`src/rtl/booth_ctrl.sv`:
```
// Control sequencer for the radix-2 Booth multiplier datapath: one-cycle strobes c0..c6, busy/done.
// Optional BOOTH_SKIP_NOP_EN: no-op Booth pairs (00/11) shift directly in ADDSUB, saving one cycle each.
module booth_ctrl #(
  parameter int N     = 8,
  parameter int CNT_W = 3
) (
  input  logic clk,
  input  logic rst,
  input  logic start,
  input  logic q0,
  input  logic q_m1,
  output logic c0,
  output logic c1,
  output logic c2,
  output logic c3,
  output logic c4,
  output logic c5,
  output logic c6,
  output logic busy,
  output logic done
);

  typedef enum logic [2:0] {
    IDLE,
    INIT,
    LOADQ,
    ADDSUB,
    SHIFT,
    OUT_A,
    OUT_Q,
    DONE
  } state_t;

  state_t             state, state_nxt;
  logic [CNT_W-1:0]   cnt, cnt_nxt;
  logic               last_iter;
  logic               pair_op;

  assign last_iter = (cnt == CNT_W'(N - 1));
  assign pair_op   = q0 ^ q_m1;

  always_ff @(posedge clk) begin
    if (rst) begin
      state <= IDLE;
      cnt   <= '0;
    end else begin
      state <= state_nxt;
      cnt   <= cnt_nxt;
    end
  end

  always_comb begin
    state_nxt = state;
    cnt_nxt   = cnt;
    c0        = 1'b0;
    c1        = 1'b0;
    c2        = 1'b0;
    c3        = 1'b0;
    c4        = 1'b0;
    c5        = 1'b0;
    c6        = 1'b0;
    busy      = (state != IDLE);
    done      = 1'b0;
    case (state)
      IDLE: begin
        if (start) state_nxt = INIT;
      end
      INIT: begin
        c0        = 1'b1;
        cnt_nxt   = '0;
        state_nxt = LOADQ;
      end
      LOADQ: begin
        c1        = 1'b1;
        state_nxt = ADDSUB;
      end
      ADDSUB: begin
        // 10 -> A - M, 01 -> A + M, 00/11 -> no arithmetic
        c2 = pair_op;
        c3 = q0 & ~q_m1;
`ifdef BOOTH_SKIP_NOP_EN
        if (!pair_op) begin
          // no-op iteration folds the shift into this cycle
          c4 = 1'b1;
          if (last_iter) begin
            cnt_nxt   = '0;
            state_nxt = OUT_A;
          end else begin
            cnt_nxt   = cnt + CNT_W'(1);
            state_nxt = ADDSUB;
          end
        end else begin
          state_nxt = SHIFT;
        end
`else
        state_nxt = SHIFT;
`endif
      end
      SHIFT: begin
        c4 = 1'b1;
        if (last_iter) begin
          cnt_nxt   = '0;
          state_nxt = OUT_A;
        end else begin
          cnt_nxt   = cnt + CNT_W'(1);
          state_nxt = ADDSUB;
        end
      end
      OUT_A: begin
        c5        = 1'b1;
        state_nxt = OUT_Q;
      end
      OUT_Q: begin
        c6        = 1'b1;
        state_nxt = DONE;
      end
      DONE: begin
        done      = 1'b1;
        state_nxt = IDLE;
      end
      default: state_nxt = IDLE;
    endcase
  end

endmodule

```
`config.mk`:
```
export PLATFORM = sky130hd
export DESIGN_NAME = booth_ctrl
export DESIGN_NICKNAME = d
export VERILOG_FILES = /design/src/rtl/booth_ctrl.sv
export SDC_FILE = /design/constraint.sdc
export NUM_CORES = 1
export LEC_CHECK = 0
export CAP_MARGIN = 30
export CORE_AREA = 2 2 39 41
export CTS_BUF_LIST = sky130_fd_sc_hd__clkbuf_8
export DETAILED_ROUTE_END_ITERATION = 10
export DIE_AREA = 0 0 41 43
export PLACE_DENSITY = 0.62
export REMOVE_ABC_BUFFERS = 1
export SKIP_CTS_REPAIR_TIMING = 1
export SYNTH_ARGS = -nofsm -noshare
export SYNTH_HDL_FRONTEND = slang
export SYNTH_SLANG_ARGS = --single-unit
export TNS_END_PERCENT = 30
```
`constraint.sdc`:
```
create_clock -name clk -period 2.57 [get_ports clk]
set_input_delay 0.3855 -clock clk [delete_from_list [all_inputs] [get_ports clk]]
set_output_delay 0.3855 -clock clk [all_outputs]
set_load 0.01 [all_outputs]
```
# After elaboration in Yosys (flattened, before gate mapping)
# Cells that the tools add are included.
# totals
ff_bits	6
input_bits	5
out_inout_bits	9
elab_cells	31
# op_classes
n_addsub	1
eq_ne	9
mux	13
bitwise_logic	3
reduce_logical	3
# ops
operator	count
$pmux 3 s8	1
$eq 3x3->1 const B	5
$mux 3	3
$mux 1	8
$eq 3x2->1 const B	2
$pmux 3 s2	1
$add 3x1->3 const B	1
$eq 3x1->1 const B	1
$logic_not 3->1	1
$reduce_bool 3->1	1
$ne 2x2->1 const B	1
$reduce_bool 2->1	1
$and 1x1->1	1
$not 1->1	1
$xor 1x1->1	1

# Depth between registers and ports, before layout
# depth
word_depth	3
ltp_mapped	5

# Least setup slack after synthesis
# No wires, ideal clock.
# synth_timing
kind	register -> output
startpoint	register state[2]
endpoint	output c4
arrival_ps	968
t_required_ps	2184
path_slack_ps	1217
stages_incl_launch_ff	4
path_cell_list	dfxtp_1 > buf_2 > buf_2 > nor3b_1
# synth_via
elab_chain_cells	2
# synth_rtl
item	line	text
start, declared	34	state_t state, state_nxt;
start signal, assigned	47	state <= state_nxt;
$eq 3x3->1	64	case (state)
$mux 1	64	
end, declared	16	output logic c4,
# No other way between the ends.

# Worst setup path in the final report
# layout_timing
startpoint	input q_m1
endpoint	output c2
# layout_via
elab_chain_cells	2
# layout_rtl
item	line	text
start, declared	11	input logic q_m1,
$xor 1x1->1	40	assign pair_op = q0 ^ q_m1;
$mux 1	64	
end, declared	14	output logic c2,
# No other way between the ends.

==> metrics.md <==
| Metric | Value |
|---|---|
| Post-synthesis cell count | 49 |
| Drt via density | 5.08 |
| Final Hold Fails | 0 |
| Worst Hold Class | register to register |
| Startpoint types | primary input |
| Starting density of the core | between 30% and 40% |
| VDD IR max | approximately 0.31 mV |
| Total iterations of the first detailed-routing run | 2 |
| Period Utilization, post-route | between 80 and 90% |
| Worst Path Required | around 2200 ps |
| Detail Route Antenna Nets | 0 |
| Largest net degree at the start of global routing | 19 |
| Worst-Skew Late Latency | 230 ps |
| First-pass GRT wire length | ~1.3 mm |
| EDFF count, synth | 0 |
| TritonCTS clock tree | yes |
| Slew headroom | ~62% |
| Setup TNS | 0 ps |
| Setup CP Type | primary input to primary output |
| Clock share of power | between 40 and 50% |
| Wire per inst | 10.7 µm |
| Synth Flop Type | dfxtp_1 |
| Synth async-reset ratio | 0% |
| Row cnt | 14 |
| Final Max Slew Viols | 0 |
| Flop pwr share | around 36% |
| Worst Setup End Kind | primary output |
| CTS buffer count | 3 |
| H-tree depth | 1 |
| Max Cap Viol | 0 |
| Vias in the first global route | 317 |
| Worst slew pin tran | between 500 and 600 ps |
| Core area | 0.00138 mm² |
| Worst Clk Skew | slightly below 6 ps |
| Iteration-0 DRC Markers | 1 |
| Filler instances | around 150 |
| Most frequent cells in the layout | 13 x clkdlybuf4s50_1, 6 x dfxtp_1, 5 x nand2_1 |
| Synthesized flop and latch total | 6 |
| Synthesized area | between 400 and 500 µm² |
| Final setup vio count | 0 |
| Post-DP HPWL | around 600 µm |
| Critical path's most frequent cell | clkdlybuf4s50_1 |
| Crit-path max FO | 1 |
| Tmin final | between 2000 and 2500 ps |
| Crit-path cells | clkdlybuf4s50_1 -> inv_1 -> ha_1 -> nor3_2 -> clkdlybuf4s50_1 |
| RD Place Congestion | between 0.6 and 0.7 |
| Die extent in y | about 43 µm |
| Top cells by area, synth | dfxtp_1 28%, ha_1 8.8%, nor3b_2 5.8% |
| Ys Warns | 0 |
| GRT Resource Usage Total | between 10 and 15% |
| Leading area contributor after synthesis | dfxtp_1 |
| DRC viols | 0 |
| Switching power | around 0.077 mW |
| Via count | slightly below 400 |
| Chip Width | 41 µm |
| Logic pwr share | about 16% |
| CTS root buffer | clkbuf_8 |
| Final wirelength | slightly above 800 µm |
| Clk buf depth | 2 |
| Sequential fraction of the synthesis area | 28.1% |
| Library cells used by synthesis | 24 |
| Critical Path Max Stage Delay | 550 ps |
| Synthesized area per cell | roughly 8.7 µm² |
| Non-filler cells, final | 77 |
| Clock sinks | 6 |
| Critical Path Slowest Stage Cell | clkdlybuf4s50_1 |
| Int Pwr | about 0.23 mW |
| Total gr overflow | 0 |
| Pwr/cell area | a little over 500 mW/mm² |
| Total Die Area | 0.00176 mm² |
| Placed Cells | 74 |
| Status | complete, no violations |
| Clk slew on worst S/H paths | around 30 ps |
| Area grow syn2layout | 38.0% |
| Ant diodes | 0 |
| I/O Buffers | 13 |
| Crit path arrival time | 1840 ps |
| Layout cells sized above 1 | 18.0% |
| Fmax | approximately 450 MHz |
| Top-level port count | 14 |
| Synth top area share | 28.1% |
| RSZ-0062 raised after global routing | no |
| Post-layout net count | 71 |
| Tot Pwr | around 0.31 mW |
| Worst hold slack | between 400 and 500 ps |
| Switching Share | approximately 25% |
| Initial antenna violation count | 0 |
| Leak | roughly 0.22 nW |
| Commonest non-fill, non-tap cell in the layout | clkdlybuf4s50_1 |
[state kept, by name (all words and copies together) (netlist names)]
name	count
cnt	3
state	3
[layer usage]
metal,vias to the layer above,GRT usage [%],wire [µm]
li1,202,-,-
met1,174,12.3,340
met2,13,17.2,396
met3,2,4.71,68
met4,0,6.00,22
met5,-,0,0
[stage by stage]
| step | utilization (%) | instance area [µm²] | setup slack [ps] |
|---|---|---|---|
| 2_1_floorplan | - | 392 | 1180 |
| 3_3_place_gp | 39.7 | 549 | 350 |
| 3_5_place_dp | 39.7 | 549 | 331 |
| 4_1_cts | 42.7 | 591 | 335 |
| 5_1_grt | 42.7 | 591 | 279 |
| 6_report | 42.7 | 591 | 349 |
[synthesized netlist by cell type (3+ instances only)]
| master | instances |
|---|---|
| ha_1 | 3 |
| nand2_1 | 5 |
| nor3_1 | 3 |
| dfxtp_1 | 6 |
| a21oi_1 | 4 |
[critical path: cells and delay by family]
kind / cells / cell delay (ps)
buffers and inverters: 3 / 1040
adder cells (fa/ha/maj): 1 / 270
AND/OR/NAND/NOR: 1 / 140
[power by group through the flow]
stage               sequential (mW)  clock, mW  combinational [mW]
finish                        0.111      0.145              0.0496
global route                  0.113      0.154              0.0549
CTS                           0.111      0.146              0.0503
detailed placement            0.113          0              0.0502
global placement              0.112          0              0.0494
floorplan                     0.112          0              0.0235
[cell type report]
| type | count | area (µm²) | area share, % |
|---|---|---|---|
| multi-input cells | 36 | 264 | 44.7 |
| repair buffers | 14 | 138 | 23.3 |
| flip-flops and latches | 6 | 120 | 20.3 |
| clock buffers | 3 | 41.3 | 6.99 |
| well taps | 16 | 20.0 | 3.39 |
| inverters | 2 | 7.51 | 1.27 |
[cell families (layout without fill, tap and decap cells)]
kind of cell	count (synthesis)	after routing	share of synthesized area, %
buffers and inverters	7	19	10.2
flip-flops	6	6	28.1
AND/OR/NAND/NOR	23	23	37.7
adder cells (fa/ha/maj)	3	3	8.77
AO/OA/AOI/OAI	10	10	15.2
[final timing paths]
kind | from | to | slack, ps | depth (start not counted)
max | q_m1 | c2 | 350 | 5
min | cnt[2]$_SDFFE_PP0P_ | cnt[2]$_SDFFE_PP0P_ | 470 | 2
max reg2reg | cnt[0]$_SDFFE_PP0P_ | cnt[2]$_SDFFE_PP0P_ | 1210 | 5
min reg2reg | cnt[2]$_SDFFE_PP0P_ | cnt[2]$_SDFFE_PP0P_ | 470 | 2
No activity file was read; power rests on OpenSTA's default activity.
